[src/rtl/vita49_pkt_framer.sv]
// Purpose: frames a 32-bit {I,Q} sample stream into VITA-49 IF-Data-with-Stream-ID packets on AXI-Stream.
// Latency: header word valid 1 cycle after a sample is offered in IDLE; payload is a combinational pass-through.
// Backpressure: header words hold until accepted; in payload s_axis_tready follows m_axis_tready directly.
//
// Ports:
//   ACLK, ARESETN                      clock, synchronous active-low reset
//   enable                             start new packets (dropping it lets the current packet finish)
//   stream_id, payload_len, tsi, tsf   captured on the edge a packet starts
//   s_axis_*                           sample input {I[15:0], Q[15:0]}
//   m_axis_*                           packet output (5 header words, then L payload words)
//   pkt_count, pkt_total               4-bit VITA-49 packet count, 32-bit completed packet counter
module vita49_pkt_framer #(
   parameter logic [1:0]  TSI_TYPE    = 2'b01,
   parameter logic [1:0]  TSF_TYPE    = 2'b01,
   parameter int unsigned MAX_PAYLOAD = 65530
) (
   input  logic        ACLK,
   input  logic        ARESETN,
   input  logic        enable,
   input  logic [31:0] stream_id,
   input  logic [15:0] payload_len,
   input  logic [31:0] tsi,
   input  logic [63:0] tsf,
   input  logic [31:0] s_axis_tdata,
   input  logic        s_axis_tvalid,
   output logic        s_axis_tready,
   output logic [31:0] m_axis_tdata,
   output logic        m_axis_tvalid,
   input  logic        m_axis_tready,
   output logic        m_axis_tlast,
   output logic [3:0]  pkt_count,
   output logic [31:0] pkt_total
);

   localparam logic [15:0] MAX_LEN = 16'(MAX_PAYLOAD);

   typedef enum logic [2:0] {
      S_IDLE,
      S_HDR,
      S_SID,
      S_TSI,
      S_TSFH,
      S_TSFL,
      S_PAY
   } state_t;

   state_t      state_q, state_d;
   logic [31:0] sid_q, sid_d;
   logic [31:0] tsi_q, tsi_d;
   logic [63:0] tsf_q, tsf_d;
   logic [15:0] len_q, len_d;
   logic [15:0] wcnt_q, wcnt_d;
   logic [3:0]  pkt_count_q, pkt_count_d;
   logic [31:0] pkt_total_q, pkt_total_d;

   logic [15:0] eff_len;
   logic        last_word;

   // Zero-length requests still carry one sample so every packet has a tlast beat.
   always_comb begin
      if (payload_len == 16'd0) begin
         eff_len = 16'd1;
      end else if (payload_len > MAX_LEN) begin
         eff_len = MAX_LEN;
      end else begin
         eff_len = payload_len;
      end
   end

   // wcnt_q counts accepted payload words from 0, so the L-th word is at L-1.
   assign last_word = (wcnt_q == (len_q - 16'd1));

   always_comb begin
      state_d       = state_q;
      sid_d         = sid_q;
      tsi_d         = tsi_q;
      tsf_d         = tsf_q;
      len_d         = len_q;
      wcnt_d        = wcnt_q;
      pkt_count_d   = pkt_count_q;
      pkt_total_d   = pkt_total_q;
      m_axis_tdata  = 32'd0;
      m_axis_tvalid = 1'b0;
      m_axis_tlast  = 1'b0;
      s_axis_tready = 1'b0;

      case (state_q)
         S_IDLE: begin
            // The first sample is only observed here, not consumed; it is
            // passed through once the header has gone out.
            if (enable && s_axis_tvalid) begin
               sid_d   = stream_id;
               tsi_d   = tsi;
               tsf_d   = tsf;
               len_d   = eff_len;
               wcnt_d  = 16'd0;
               state_d = S_HDR;
            end
         end
         S_HDR: begin
            m_axis_tvalid = 1'b1;
            m_axis_tdata  = {4'b0001, 4'b0000, TSI_TYPE, TSF_TYPE, pkt_count_q,
                             len_q + 16'd5};
            if (m_axis_tready) begin
               state_d = S_SID;
            end
         end
         S_SID: begin
            m_axis_tvalid = 1'b1;
            m_axis_tdata  = sid_q;
            if (m_axis_tready) begin
               state_d = S_TSI;
            end
         end
         S_TSI: begin
            m_axis_tvalid = 1'b1;
            m_axis_tdata  = tsi_q;
            if (m_axis_tready) begin
               state_d = S_TSFH;
            end
         end
         S_TSFH: begin
            m_axis_tvalid = 1'b1;
            m_axis_tdata  = tsf_q[63:32];
            if (m_axis_tready) begin
               state_d = S_TSFL;
            end
         end
         S_TSFL: begin
            m_axis_tvalid = 1'b1;
            m_axis_tdata  = tsf_q[31:0];
            if (m_axis_tready) begin
               state_d = S_PAY;
            end
         end
         S_PAY: begin
            m_axis_tdata  = s_axis_tdata;
            m_axis_tvalid = s_axis_tvalid;
            s_axis_tready = m_axis_tready;
            m_axis_tlast  = last_word;
            if (s_axis_tvalid && m_axis_tready) begin
               wcnt_d = wcnt_q + 16'd1;
               if (last_word) begin
                  pkt_count_d = pkt_count_q + 4'd1;
                  pkt_total_d = pkt_total_q + 32'd1;
                  state_d     = S_IDLE;
               end
            end
         end
         default: begin
            state_d = S_IDLE;
         end
      endcase
   end

   always_ff @(posedge ACLK) begin
      if (!ARESETN) begin
         state_q     <= S_IDLE;
         sid_q       <= 32'd0;
         tsi_q       <= 32'd0;
         tsf_q       <= 64'd0;
         len_q       <= 16'd0;
         wcnt_q      <= 16'd0;
         pkt_count_q <= 4'd0;
         pkt_total_q <= 32'd0;
      end else begin
         state_q     <= state_d;
         sid_q       <= sid_d;
         tsi_q       <= tsi_d;
         tsf_q       <= tsf_d;
         len_q       <= len_d;
         wcnt_q      <= wcnt_d;
         pkt_count_q <= pkt_count_d;
         pkt_total_q <= pkt_total_d;
      end
   end

   assign pkt_count = pkt_count_q;
   assign pkt_total = pkt_total_q;

endmodule

[config.mk]
export PLATFORM = sky130hd
export DESIGN_NAME = vita49_pkt_framer
export DESIGN_NICKNAME = d
export VERILOG_FILES = /design/src/rtl/vita49_pkt_framer.sv
export SDC_FILE = /design/constraint.sdc
export NUM_CORES = 1
export LEC_CHECK = 0
export CORE_MARGIN = 2
export CORE_UTILIZATION = 50
export CTS_BUF_LIST = sky130_fd_sc_hd__clkbuf_4 sky130_fd_sc_hd__clkbuf_8 sky130_fd_sc_hd__clkbuf_16
export DETAILED_ROUTE_END_ITERATION = 7
export GPL_TIMING_DRIVEN = 0
export MAX_ROUTING_LAYER = met4
export PLACE_DENSITY = 0.82
export SETUP_SLACK_MARGIN = 0.1
export SYNTH_ARGS = -nofsm -noshare
export SYNTH_HDL_FRONTEND = slang
export SYNTH_SLANG_ARGS = --single-unit
[constraint.sdc]
create_clock -name ACLK -period 3.7 [get_ports ACLK]
set_input_delay 0.74 -clock ACLK [delete_from_list [all_inputs] [get_ports ACLK]]
set_output_delay 0.74 -clock ACLK [all_outputs]
set_load 0.03 [all_outputs]
# After elaboration in Yosys (flattened, before gate mapping)
# Index checks and enable logic that the tools add are counted.
[totals]
regBits = 199
inputBits = 181
out_inout_bits = 71
elab_cells = 57
[op_classes]
add_sub_neg = 5
order_cmp = 1
n_eq_ne = 15
mux = 18
n_reduce_logical = 10
[op_table]
columns = ["operator", "count"]
rows = [
  ["32-bit one-hot mux with 6 select lines", 1],
  ["16-bit 2-to-1 mux", 4],
  ["32-bit by 1-bit adder with 32-bit output, second input constant", 1],
  ["16-bit one-hot mux with 2 select lines", 1],
  ["3-bit 2-to-1 mux", 8],
  ["3-bit one-hot mux with 7 select lines", 1],
  ["16-bit by 1-bit adder with 16-bit output, second input constant", 1],
  ["16-bit by 3-bit adder with 16-bit output, second input constant", 1],
  ["16-bit == test", 1],
  ["16-bit greater-than comparator, second input constant", 1],
  ["16-bit zero test", 1],
  ["2-bit != test, second input constant", 8],
  ["16-bit by 1-bit subtractor with 16-bit output, second input constant", 1],
  ["3-bit == test, second input constant", 3],
  ["8-bit AND reduction", 1],
  ["3-bit by 2-bit == test with 1-bit output, second input constant", 2],
  ["3-bit AND reduction", 2],
  ["5-bit OR reduction", 1],
  ["4-bit by 1-bit adder with 4-bit output, second input constant", 1],
  ["3-bit by 1-bit == test with 1-bit output, second input constant", 1],
  ["3-bit zero test", 1],
  ["1-bit logical AND", 2],
  ["1-bit 2-to-1 mux", 2],
  ["1-bit one-hot mux with 2 select lines", 1],
  ["other kinds (2)", 2],
]

# Longest topological paths before layout
[logic_depth]
ltp_word = 5
depth_mapped = 13
ltp_nobuf = 9

# Least setup slack after synthesis
# OpenSTA, ideal clock, no wires.
[synth_timing]
path_type = "register to output"
start = "register len_q[0]"
end = "output m_axis_tlast"
arrival_ns = 2.889
required_ns = 2.960
slack_ns = 0.071
stages_incl_launch_ff = 11
path_buffers = 2
cell_sequence = "dfxtp_1 > clkbuf_1 > inv_1 > ha_1 > or4b_1 > buf_2 > nor3_2 > o2111ai_1 > a2111oi_4 > nand3_1 > nor3_1"
[synth_between]
elab_chain_len = 3
[synth_rtl]
columns = ["item", "line", "text"]
rows = [
  ["from (decl)", "51", "logic [15:0] len_q, len_d;"],
  ["from (signal assigned)", "171", "len_q <= len_d;"],
  ["16-bit by 1-bit subtractor with 16-bit output", "71", "assign last_word = (wcnt_q == (len_q - 16'd1));"],
  ["16-bit == test", "71", ""],
  ["1-bit 2-to-1 mux", "87", "case (state_q)"],
  ["to (decl)", "30", "output logic m_axis_tlast,"],
]
# Every way passes these cells.

# Worst setup path in the final report
# Same ends and word-level chain as after synthesis.

==> qor.txt <==
Outcome = finished clean
Full die area = 20700 um^2
Number of port buffers = 251
Vias/cell = 6.02
Placed cell count = 1790
WP data arrival = 2940 ps
Worst Hold Class = reg -> reg
Hpwl dp = 27800 um
Vias in the first global route = 9904
Predominant post-synthesis flop cell = dfxtp_1
Synth warnings = 0
Maximum vdd drop = 0.330 mV
Final ANT Viol Nets = 0
Worst Clk Skew = 12.9 ps
Final Non-Filler Cells = 1825
Routability Congestion = 1.01
Post-Syn Area per Cell = 7.67 um^2
Reg clk slew, reported paths = 70 ps
Slew Viols, Final = 0
# DRC = 0
Fillers = 1569
Mapped Nets = 1460
LEAKAGE = 4.83 nW
Clk sink count = 199
P per Cell Area = 521 nW/um^2
Crit path max fanout = 8
Relative slew margins = 47.4%
PnR worst setup slack = 21.0 ps
Crit Path Class = reg -> out
Root Driver = clkbuf_16
Design area = 13400 um^2
Syn-to-layout area delta = 37.2%
Grt ovf = 0
Worst hold margin = 457 ps
Final hold vios = 0
Tot GR Track Use = 35.4%
Inserted Clock Buffers = 17
Dpl ws = -614 ps
Final wirelength = 36500 um
# diodes = 0
Core area = 19300 um^2
Final min period = 3680 ps
Setup TNS = 0 ps
Crit start category = register
Vias = 10995
Clk_lat worst skew = 440 ps
Hold_buf cts = 0
Mapped cell area = 9780 um^2
Initial Utilization = 50.6%
Max cap viols = 0
WL per Instance = 20.0 um
Max Fclk = 0.272 GHz
Period utilization = 99.4%
Ratio of cells with drive above 1 in the final layout = 5.90%
Top Ports = 252
DR pass1 iterations = 6
Largest net degree at the start of global routing = 19
Clock buffer depth = 2
Async SR Flop Fraction = 0%
Die X = 144 um
Die Ht = 144 um
Seq/Total Area, Yosys = 40.8%
RSZ-0062 raised after global routing = yes
CTS tree = yes
Htree depth = 4
CP required = 2960 ps
Final setup fails = 0
CP endpoint kind = output pin
Initial antenna violation count = 0
Worst Tran Pin Value = 789 ps
Cell row count = 51
Seq cells post-synth = 199
Cells after Synth = 1274
First-pass GRT wire length = 53800 um
Post-synth cell types = 57
Post-synth EDFFs = 0
Nets = 1733
Area post-placement = 12600 um^2
DRT iter0 DRCs = 1257
-- synthesized netlist by cell type (all sizes together), types with 14 or more instances --
cell / instances / share of area [%]
nand2: 324 / 12
dfxtp: 199 / 41
a21oi: 182 / 9.3
clkbuf: 92 / 3.5
nor2: 62 / 2.4
mux2i: 45 / 4.6
o21ai: 37 / 1.9
xor2: 31 / 2.8
a22oi: 29 / 2.2
o221ai: 24 / 2.2
nand3: 23 / 1.2
nand4: 22 / 1.5
or3: 20 / 1.3
o31ai: 16 / 1.2
xnor2: 16 / 1.4
and3: 14 / 0.90
buf: 14 / 0.68
or4: 14 / 1.1
-- per-layer routing --
layer	wire, um	track usage, %	share of wire [%]
met3	3870	8.03	11
met1	14000	43.9	38
met4	1900	17.1	5.2
met2	16800	54.6	46
met5	0	-	0
-- worst max-delay path: stages (launching register included) --
cell and delay (ps):
dfxtp_2 330, clkbuf_8 160, inv_4 70, ha_4 150, or4b_4 460, buf_6 160, nor3_4 110, a22oi_2 90
a2111oi_4 420, nand3_2 170, nor3_4 210, buf_6 160
-- sequential cells by signal, indices dropped and copies added, names as in the netlist --
name and count:
tsi_q 32, tsf_q 64, len_q 16, wcnt_q 16, sid_q 32, state_q 3
pkt_count 4, pkt_total 32
-- kinds of logic (layout without fill, tap and decap cells) --
| logic type | after synthesis | count (layout) | synth area share [%] |
|---|---|---|---|
| simple gates | 535 | 535 | 24.7 |
| compound gates | 325 | 325 | 20.2 |
| flops | 199 | 199 | 40.8 |
| buf+inv | 115 | 401 | 4.57 |
| mux | 48 | 48 | 4.95 |
| xor+xnor | 47 | 47 | 4.21 |
| fa+ha+maj | 5 | 5 | 0.640 |
-- timing repair --
action	in CTS	in global routing
setup endpoints to repair	57	23
pin swaps	4	0
buffers inserted	3	0
gates resized for setup	77	19
-- cells in the final DEF (no fill, tap or decap), types with 5 or more instances in the layout --
cell	n
clkbuf_16	17
o31ai_1	16
a31oi_1	5
dlygate4sd2_1	18
nand2b_1	11
clkbuf_1	69
or3_1	20
mux2i_1	45
dlymetal6s2s_1	10
and3_1	14
o21ai_0	36
nand2_1	323
a21oi_1	181
buf_2	6
clkdlybuf4s50_1	221
xnor2_1	16
xor2_1	30
inv_1	8
buf_4	6
nor2b_1	8
a22oi_1	28
nand4_1	21
nor2_1	62
nor3_1	9
clkbuf_2	20
nor4_1	6
o221ai_1	23
dfxtp_1	197
or4_1	14
and4_1	6
nand3_1	22
-- report_power, final --
group          switching [W]  internal, W  leakage (nW)  total, W
combinational        0.00161     0.000920          2.90   0.00253
clock               0.000900      0.00111         0.305   0.00201
sequential          0.000117      0.00234          1.62   0.00245
total                0.00263      0.00436          4.83   0.00699
-- layout make-up --
| cell class | instances | area [um^2] | share of cell area [%] |
|---|---|---|---|
| Inverter | 9 | 36.3 | 0.271 |
| Multi-Input combinational cell | 960 | 5430 | 40.5 |
| Tap cell | 265 | 332 | 2.47 |
| Timing Repair Buffer | 254 | 2530 | 18.9 |
| Clock buffer | 18 | 439 | 3.27 |
| Clock inverter | 14 | 186 | 1.39 |
| Sequential cell | 199 | 3990 | 29.7 |
| Buffer | 106 | 473 | 3.53 |
-- path summary, 6_finish.rpt --
| path | from | depth (start not counted) | endpoint | slack, ps |
|---|---|---|---|---|
| min reg2reg | tsi_q[31] | 2 | tsi_q[31] | 460 |
| max | len_q[0] | 11 | m_axis_tlast | 20 |
| max reg2reg | len_q[0] | 14 | pkt_total[30] | 260 |
| min | tsi_q[31] | 2 | tsi_q[31] | 460 |
-- through the flow --
stage	total power, W	util, %
floorplan	0.00395	-
global placement	0.00485	65.3
detailed placement	0.00488	65.3
CTS	0.00691	69.1
global route	0.00725	69.4
finish	0.00699	69.4
Note: power is estimated with default switching activity, not from simulation.
